===== src/rtl/mux_rr_arb.sv =====
// Round-robin N:1 stream merger: picks one valid source per cycle into a
// registered output word with valid/ready handshakes on both sides.
module mux_rr_arb #(
    parameter int unsigned W    = 5,
    parameter int unsigned N    = 4,
    parameter int unsigned SELW = 2
) (
    input  logic              clk,
    input  logic              rst_n,
    input  logic [N*W-1:0]    in_data,
    input  logic [N-1:0]      in_valid,
    output logic [N-1:0]      in_ready,
    output logic [W-1:0]      out_data,
    output logic [SELW-1:0]   out_ch,
    output logic              out_valid,
    input  logic              out_ready
);

    // One extra bit so ptr + offset never overflows before the wrap subtract.
    localparam int unsigned PW = SELW + 1;

    logic [SELW-1:0] ptr;
    logic [SELW-1:0] gnt_idx;
    logic            gnt_found;
    logic            can_load;
    logic            load;
    logic [PW-1:0]   cand;
    logic [W-1:0]    ch_data [N];

    for (genvar c = 0; c < N; c++) begin : g_unpack
        assign ch_data[c] = in_data[c*W +: W];
    end

    assign can_load = !out_valid || out_ready;
    assign load     = gnt_found && can_load;

    // Search ascending from ptr+1, wrapping at N-1, so the last winner goes last.
    always_comb begin
        gnt_found = 1'b0;
        gnt_idx   = '0;
        cand      = '0;
        for (int unsigned i = 1; i <= N; i++) begin
            cand = {1'b0, ptr} + PW'(i);
            if (cand >= PW'(N)) begin
                cand = cand - PW'(N);
            end
            if (!gnt_found && in_valid[cand[SELW-1:0]]) begin
                gnt_found = 1'b1;
                gnt_idx   = cand[SELW-1:0];
            end
        end
    end

    always_comb begin
        in_ready = '0;
        if (rst_n && load) begin
            in_ready[gnt_idx] = 1'b1;
        end
    end

    always_ff @(posedge clk or negedge rst_n) begin
        if (!rst_n) begin
            out_valid <= 1'b0;
            out_data  <= '0;
            out_ch    <= '0;
            ptr       <= SELW'(N - 1);
        end else if (load) begin
            out_valid <= 1'b1;
            out_data  <= ch_data[gnt_idx];
            out_ch    <= gnt_idx;
            ptr       <= gnt_idx;
        end else if (out_valid && out_ready) begin
            out_valid <= 1'b0;
        end
    end

endmodule


===== config.mk =====
export PLATFORM = sky130hd
export DESIGN_NAME = mux_rr_arb
export DESIGN_NICKNAME = d
export VERILOG_FILES = /design/src/rtl/mux_rr_arb.sv
export SDC_FILE = /design/constraint.sdc
export NUM_CORES = 1
export LEC_CHECK = 0
export BUFFER_PORTS_ARGS = -buffer_cell sky130_fd_sc_hd__buf_2
export CAP_MARGIN = 20
export CORE_MARGIN = 4
export CORE_UTILIZATION = 35
export CTS_CLUSTER_SIZE = 24
export DETAILED_ROUTE_END_ITERATION = 10
export GPL_TIMING_DRIVEN = 0
export PLACE_DENSITY = 0.68
export SETUP_SLACK_MARGIN = 0.1
export SYNTH_ARGS = -nofsm -noshare
export SYNTH_HDL_FRONTEND = slang
export SYNTH_SLANG_ARGS = --single-unit

===== constraint.sdc =====
create_clock -name clk -period 2.35 [get_ports clk]
set_input_delay 0.1175 -clock clk [delete_from_list [all_inputs] [get_ports clk]]
set_output_delay 0.1175 -clock clk [all_outputs]
set_load 0.005 [all_outputs]

Word level (Yosys, flattened, before mapping) --
Index checks and enable logic that the tools add are counted.
Cells by class: mux-type cells 28, reductions and logical operators 13, add/sub/neg operators 8, bitwise operators 1, $lt $le $gt $ge 11
Operators by type and width (number):
- 2-bit 2-to-1 mux | 8
- 3-bit >= comparator (second input constant) | 5
- 2-bit by 3-bit < comparator with 1-bit output (second input constant) | 5
- 1-bit 2-to-1 mux | 11
- 5-bit binary-select mux with 2-bit select | 1
- 5-bit 2-to-1 mux | 2
- 1-bit binary-select mux with 2-bit select | 4
- 2-bit by 1-bit subtractor with 2-bit output (second input constant) | 4
- 1-bit logical AND | 7
- 2-bit by 2-bit adder with 3-bit output (second input constant) | 2
- 1-bit logical NOT | 4
- 4-bit 2-to-1 mux | 1
- 2-bit by 1-bit adder with 3-bit output (second input constant) | 1
- 2-bit by 3-bit adder with 3-bit output (second input constant) | 1
- 2-bit inverter with 3-bit output | 1
- 1-bit demux with 2-bit select | 1
- 2-bit by 1-bit >= comparator with 1-bit output (second input constant) | 1
- 2-bit nonzero test | 1
- 1-bit logical OR | 1
Word-level totals: bits in registers 10, output and inout bits 12

Longest topological paths before layout --
Gate-level depths: netlist (run 1).
depth in word-level cells 20, gate-level depth with buffers 7, mapped depth without buffers 5

Worst setup path after synthesis (run 1) --
OpenSTA, ideal clock, no wires.
path kind register -> register, from reg ptr[1], to reg out_data[0], buffers on the path 2, data arrival time 1.740 ns, setup time 0.144 ns, required time 2.206 ns, stages on the path, launching flop included 8, path slack 0.467 ns, clock period less this slack 1.883 ns, cells stage by stage dfstp_2 > buf_6 > mux2i_4 > o22ai_4 > or2_1 > buf_6 > a2111oi_2 > a211oi_1
On the way: longest elaborated chain between the ends 19, elaborated cells on any way between the ends 43, those cells by class 8 x add/sub; 4 x order compare; 23 x mux; 1 x bitwise; 7 x reduce/logical
RTL lines:
- start, declared | line 22 | logic [SELW-1:0] ptr;
- start signal, assigned | line 66 | ptr <= SELW'(N - 1);
- start signal, assigned | line 71 | ptr <= gnt_idx;
- 2-bit by 1-bit adder with 3-bit output | line 43 | cand = {1'b0, ptr} + PW'(i);
- 3-bit >= comparator or 2-bit by 1-bit subtractor with 2-bit output (tied branches) | line 44, 45
- 2-bit 2-to-1 mux | line 44 | if (cand >= PW'(N)) begin
- 1-bit binary-select mux with 2-bit select | line 47 | if (!gnt_found && in_valid[cand[SELW-1:0]]) begin
- 1-bit 2-to-1 mux (not written as such) | line 47
- 1-bit 2-to-1 mux | line 47
- 1-bit logical NOT | line 47
- 1-bit logical AND | line 47
- (+2 left out)
- 1-bit logical AND | line 47
- 1-bit 2-to-1 mux | line 47
- 1-bit logical NOT | line 47
- 1-bit logical AND | line 47
- 2-bit 2-to-1 mux | line 47
- 2-bit inverter with 3-bit output (not written as such) | line 69 | out_data <= ch_data[gnt_idx];
- 5-bit binary-select mux with 2-bit select | line 69
- 5-bit 2-to-1 mux (not written as such) (2 in a row) | line 69
- end signal, assigned | line 69
- end, declared | line 13 | output logic [W-1:0] out_data,
Parallel ways exist; a longest one is shown, timed or not. The select of a mux whose other input is x is not followed. A chain may end at the register's enable or synchronous reset.

Final worst setup path (run 1) --
from reg ptr[1], to out in_ready[3]
On the way: longest elaborated chain between the ends 20, elaborated cells on any way between the ends 46, those cells by class 8 x add/sub; 6 x order compare; 23 x mux; 9 x reduce/logical
RTL lines:
- 2-bit by 1-bit adder with 3-bit output | line 43
- 3-bit >= comparator or 2-bit by 1-bit subtractor with 2-bit output (tied branches) | line 44, 45
- 2-bit 2-to-1 mux | line 44
- 1-bit binary-select mux with 2-bit select | line 47
- 1-bit 2-to-1 mux (not written as such) | line 47
- 1-bit 2-to-1 mux | line 47
- 1-bit logical NOT | line 47
- 1-bit logical AND | line 47
- (+4 left out)
- 1-bit logical NOT | line 47
- 1-bit logical AND | line 47
- 2-bit 2-to-1 mux | line 47
- 2-bit by 3-bit < comparator with 1-bit output (not written as such) or 2-bit by 1-bit >= comparator with 1-bit output (tied branches) | line 57 | in_ready[gnt_idx] = 1'b1;
- 1-bit logical AND (not written as such) | line 57
- 1-bit 2-to-1 mux (not written as such) | line 57
- 1-bit demux with 2-bit select | line 57
- 4-bit 2-to-1 mux * | line 56 | if (rst_n && load) begin
- end, declared | line 12 | output logic [N-1:0] in_ready,
Mark *: on every way between the ends. The rest lies on a longest branch, timed or not. The select of a mux whose other input is x is not followed.

==> flow_summary.ini, run 1 <==
[run_status]
status = finished, final reports clean

[floorplanning]
core_sq_um = 1982
std_cell_rows = 16
die_h_um = 53.85
die_width_um = 53.85
dieArea_sq_um = 2899
initial_utilization = 0.3712
io_pins = 39

[min_path]
hold_class = input pin to flip-flop

[power_and_ir_drop]
ir_drop_mv = 0.4122
p_per_area_nw_per_um2 = 696.3
leakagePower_nw = 0.4701

[synthesis]
synth.distinct_cells = 26
syn_area_sq_um = 735.7
synth_top_area_cell = dfrtp_1
synth_area_per_cell_sq_um = 9.680
synth_seq_cells = 10
syn_inst = 76
syn-num-nets = 103
synth.area.top_cells = dfrtp_1 (27%), a2111oi_2 (10%), dfstp_2 (7.1%)
yosys.area.top_type_share = 0.2721
yosys_warnings = 0
seq_area_frac_synth = 0.3435

[global_routing]
grt_pass1_wl_mm = 3.029
grt_use_total = 0.1395
overflow = 0
grt_pass1_vias = 703
antenna_found_initial = 0
grt_max_degree = 13

[clocking]
path_clk_slew_ns = 0.08
clockBufferDepth = 2
clock_latency_ns = 0.27
cts_tree = done
clock_sinks = 10
cts_setup_buffers = 0
root_buffer = clkbuf_4
cts_max_level = 1
cts_buffers = 3

[timing]
clock-skew-final_ns = 0.001700
worst_slew_pin_slew_ns = 0.6906
fin_crit_sh = 0.9110
hold_viol = 0
drv_slew = 0
setup_viol = 0
fin_tns_setup_ns = 0
fin_crit_ns = 2.141
finalWorstSetupSlack_ns = 0.2092
rsz0062_at_grt = no
fin_hold_ws_ns = 0.1015
fmax_ghz = 0.4671
relSlewSlack = 0.5396

[worst_setup_path]
critical-path-top-delay-family = simple AND/OR/NAND/NOR gates
worstSetupStartpointType = flip-flop
required_ns = 2.23
crit_path_cell_trace = buf_6 -> nand2_1 -> a32oi_1 -> nand3_2 -> or2_1 -> nor2_1 -> buf_2
cpMaxStageDelayCell = dfstp_2
crit_type = flip-flop to output port
crit_fanout = 8
critPathCaptureType = output port
timing.reg2reg.setup_slack_ns = 0.34
worst-path-buf-inv = 2
max_stage_delay_ns = 0.53
arrival_ns = 2.02

[placement]
dp_slack_ns = 0.3329
gp_congestion = 0.7590
dp_hpwl_mm = 1.544
port_buffers = 38

[flow_run]
drv_cap = 0

[layout]
n_fill_cell = 192
area_growth_pct = 36.05
multi_input_area_sq_um = 441.7
seq_area_sq_um = 252.7
antennaDiodeCount = 0
nets = 147
drive_above_1_share = 0.4790

[drt]
totalWireLength_mm = 1.952
via_per_inst = 5.219
routed-via-count = 762
drcViolationCount = 0
antenna_left = 0
wl_per_cell_um = 13.37
drt_iter0_drc = 13
first_pass_iters = 4
worst register-to-register path, delay by kind of cell (launching register included):
family	cells	cell delay [ns]
simple gates	1	0.24
buf+inv	2	0.27
compound gates	3	0.59
flops	1	0.53
mux	1	0.24
cells in the final DEF (no fill, tap or decap), types with 2 or more instances in the layout:
| cell type | synthesis | layout |
|---|---|---|
| nand2_1 | 4 | 4 |
| a21oi_1 | 2 | 2 |
| nor3b_1 | 5 | 5 |
| inv_1 | 5 | 5 |
| dfrtp_1 | 8 | 8 |
| mux2i_1 | 5 | 5 |
| a211oi_1 | 6 | 6 |
| nor2_1 | 12 | 12 |
| clkbuf_4 | 0 | 3 |
| buf_2 | 1 | 39 |
| or2_1 | 2 | 2 |
| dfstp_2 | 2 | 2 |
| a2111oi_2 | 5 | 5 |
| nand3_1 | 3 | 2 |
| a21o_1 | 3 | 3 |
| buf_6 | 2 | 2 |
Yosys cell counts, drive strengths merged:
master and n:
inv 5, o211ai 1, mux2i 6, a2111oi 5, nand2 4, a21bo 1, nor2 13, a21o 3
or2 2, nand3 3, a32oi 1, dfrtp 8, a21oi 3, nand2b 1, dfstp 2, o22ai 2
nor4 1, buf 3, nor3b 5, a31oi 1, a211oi 6
cell type report:
cell class              count  area share
clock buffers               4     0.02625
flip-flops and latches     10      0.2525
well taps                  27     0.03375
plain buffers               3     0.02750
multi-input cells          58      0.4413
repair buffers             39      0.2000
inverters                   5     0.01875
report_power, final:
group	switching (W)	internal, W
registers	0.0000266	0.000223
clock network	0.0000709	0.0000658
logic	0.000164	0.000147
total	0.000261	0.000436
what timing repair did:
action	CTS	global route
endpoints found under the hold margin	10	0
endpoints found under the setup margin	1	0
hold buffers	1	0
resized for setup	1	0
layer usage:
metal / up-vias / global-route usage / routed length, um
met5: - / 0 / 0
met4: 0 / 0.02553 / 14
met3: 4 / 0.02770 / 169
met2: 30 / 0.2500 / 934
met1: 356 / 0.1718 / 834
li1: 372 / - / -
through the flow:
stage	util	cell area, sq um	cells	total power [W]
4_1_cts	0.5051	1001	146	0.0007033
6_report	0.5051	1001	146	0.0006969
3_5_place_dp	0.4842	959.7	141	0.0005650
2_1_floorplan	-	735.7	76	0.0004550
5_1_grt	0.5051	1001	146	0.0007440
3_3_place_gp	0.4842	959.7	141	0.0005542
logic make-up (layout without fill, tap and decap cells):
group,after synthesis,in the layout,share of synthesized area
multiplexers,6,6,0.09864
flip-flops,10,10,0.3435
AO/OA/AOI/OAI,23,23,0.2993
AND/OR/NAND/NOR,29,29,0.1956
buffers and inverters,8,51,0.06292
sequential cells by signal, indices dropped and copies added, names as in the netlist:
signal and flops:
out_data 5, out_ch 2, ptr 2, out_valid 1
worst paths after layout:
kind,endpoint,cells after the start,startpoint
min,out_valid,4,out_ready
min in group asynchronous,out_data[3],2,rst_n
max reg2reg,out_data[4],7,ptr[1]
max,in_ready[3],7,ptr[1]
min reg2reg,out_ch[1],1,out_ch[1]
max in group asynchronous,ptr[0],2,rst_n
Note: power is estimated with default switching activity, not from simulation.
==> run 2: changes to the inputs <==
--- a/config.mk
+++ b/config.mk
@@ -11,7 +11,7 @@
 export CORE_UTILIZATION = 35
 export CTS_CLUSTER_SIZE = 24
 export DETAILED_ROUTE_END_ITERATION = 10
-export GPL_TIMING_DRIVEN = 0
+export GPL_TIMING_DRIVEN = 1
 export PLACE_DENSITY = 0.68
 export SETUP_SLACK_MARGIN = 0.1
 export SYNTH_ARGS = -nofsm -noshare
==> constraint.sdc (replaced) <==
create_clock -name clk -period 2.35 [get_ports clk]
set_input_delay 0.3525 -clock clk [delete_from_list [all_inputs] [get_ports clk]]
set_output_delay 0.3525 -clock clk [all_outputs]
set_load 0.005 [all_outputs]
==> run 2 against run 1 <==
Net effect: combinational power increased by 12%; critical endpoint unchanged; total power increased by 11%; sequential power increased by 4%; largest cell class unchanged; critical path depth decreased by 1; worst hold slack improved by 0.26 ns; via count increased by 3.1%; clock power increased by 21%; wire length increased by 14%.
==> flow_summary.ini, run 2 (same netlist as run 1, synthesis figures left out) <==
[global_routing]
grt_max_degree = 13
grt_pass1_vias = 756
grt_pass1_wl_mm = 3.415
overflow = 0
grt_use_total = 0.1599
antenna_found_initial = 0

[layout]
stdcell_area_sq_um = 1070
layout_commonest_cell = buf_2
area_growth_pct = 45.41
antennaDiodeCount = 0
drive_above_1_share = 0.5323
seq_area_sq_um = 252.7
nets = 152
top_register = out_data
largestRegisters = out_data x5, out_ch x2, ptr x2
n_fill_cell = 193
largest_reg_flops = 5
layout_common_cells = buf_2 (38), nor2_1 (12), dfrtp_1 (8), buf_4 (8), a211oi_1 (6)
multi_input_area_sq_um = 467.9

[drt]
via_per_inst = 5.205
routed-via-count = 786
wl_per_cell_um = 14.78
first_pass_iters = 4
antenna_left = 0
totalWireLength_mm = 2.232
drcViolationCount = 0
drt_iter0_drc = 14

[timing]
hold_viol = 0
fin_crit_ns = 2.251
drv_slew = 0
clock-skew-final_ns = 0.002534
relSlewSlack = 0.6333
rsz0062_at_grt = yes
fmax_ghz = 0.4443
worst_slew_pin_slew_ns = 0.5450
fin_tns_setup_ns = 0
setup_viol = 0
fin_crit_sh = 0.9577

[floorplanning]
core_sq_um = 1982
io_pins = 39
std_cell_rows = 16
die_width_um = 53.85
die_h_um = 53.85
dieArea_sq_um = 2899
initial_utilization = 0.3712

[placement]
port_buffers = 38
gp_congestion = 0.7537
dp_hpwl_mm = 1.672
placed_area_sq_um = 947.2

[worst_setup_path]
crit_type = flip-flop to output port
rr_endpoint = out_data[4]
worstSetupStartpointType = flip-flop
required_ns = 2.00
crit_path_cell_trace = nand2_1 -> a32oi_2 -> nand3_2 -> or2_1 -> nor2_1 -> buf_2
crit_fanout = 6
rr_startpoint = ptr[1]
critPathCaptureType = output port
timing.reg2reg.setup_slack_ns = 0.25
arrival_ns = 1.90
max_stage_delay_ns = 0.61
ff2ff_path_depth = 6
cpMaxStageDelayCell = dfstp_2

[clocking]
clock_sinks = 10
cts_tree = done
clock_latency_ns = 0.27
path_clk_slew_ns = 0.08
root_buffer = clkbuf_4
cts_max_level = 1
clockBufferDepth = 2
cts_buffers = 3

[run_status]
status = finished, final reports clean

[min_path]
hold_path_startpoint = out_ready
whs_path_depth = 4
hold_class = input pin to flip-flop
whs_endpoint = out_valid

[power_and_ir_drop]
p_per_area_nw_per_um2 = 724.2
leakagePower_nw = 0.5041
ir_drop_mv = 0.4008

[flow_run]
drv_cap = 0
-- run 2: repair_timing --
item                                    in CTS  in global routing
endpoints found under the setup margin       4                  4
gates resized for setup                      2                  4
hold endpoints to repair                     8                  0
hold buffers                                 1                  0
pin swaps                                    0                  2
cloned                                       0                  0
setup buffers                                2                  4
-- run 2: critical path, delay by kind of cell, from the launching register on --
kind / cells / cell delay [ns]
AO/OA/AOI/OAI: 1 / 0.27
flip-flops: 1 / 0.61
AND/OR/NAND/NOR: 4 / 0.62
buffers and inverters: 1 / 0.12
-- run 2: layer usage --
layer  global-route usage  vias up  wire (um)
li1                     -      382          -
met1               0.2044      363        949
met2               0.2762       37       1096
met3              0.03047        4        164
met4              0.03404        0         22
met5                    0        -          0
-- run 2: how the worst max path moves through the flow --
stage           start          end  slack (ns)  cells past startpoint
4_1_cts        ptr[1]  in_ready[3]        0.11                      6
3_5_place_dp   ptr[1]  out_data[4]        0.25                      5
2_1_floorplan  ptr[1]  in_ready[2]        0.43                      6
6_report       ptr[1]  in_ready[3]         0.1                      6
5_1_grt        ptr[1]  in_ready[3]        0.03                      6
3_3_place_gp   ptr[1]  out_data[4]        0.33                      5
-- run 2: per-stage QoR --
stage,std cells,hold slack [ns],util,setup WS [ns],power (W)
final,151,0.3616,0.5398,0.09932,0.0007748
after floorplan,76,0.05691,-,0.4292,0.0004550
after detailed placement,140,0.2394,0.4779,0.2496,0.0005580
after global routing,151,0.3804,0.5398,0.03366,0.0008215
after CTS,147,0.3546,0.5126,0.1108,0.0007382
after global placement,140,0.2366,0.4779,0.3316,0.0005464
-- run 2: report_power, final --
| part | switching, W | internal (W) |
|---|---|---|
| Sequential | 0.0000364 | 0.000224 |
| Combinational | 0.000175 | 0.000174 |
| Clock | 0.0000717 | 0.0000942 |
| Total | 0.000283 | 0.000492 |
-- run 2: layout make-up --
type / instances / area share
Multi-Input combinational cell: 58 / 0.4374
Timing Repair Buffer: 47 / 0.2433
Sequential cell: 10 / 0.2363
Clock buffer: 4 / 0.03392
Tap cell: 27 / 0.03158
Inverter: 5 / 0.01754
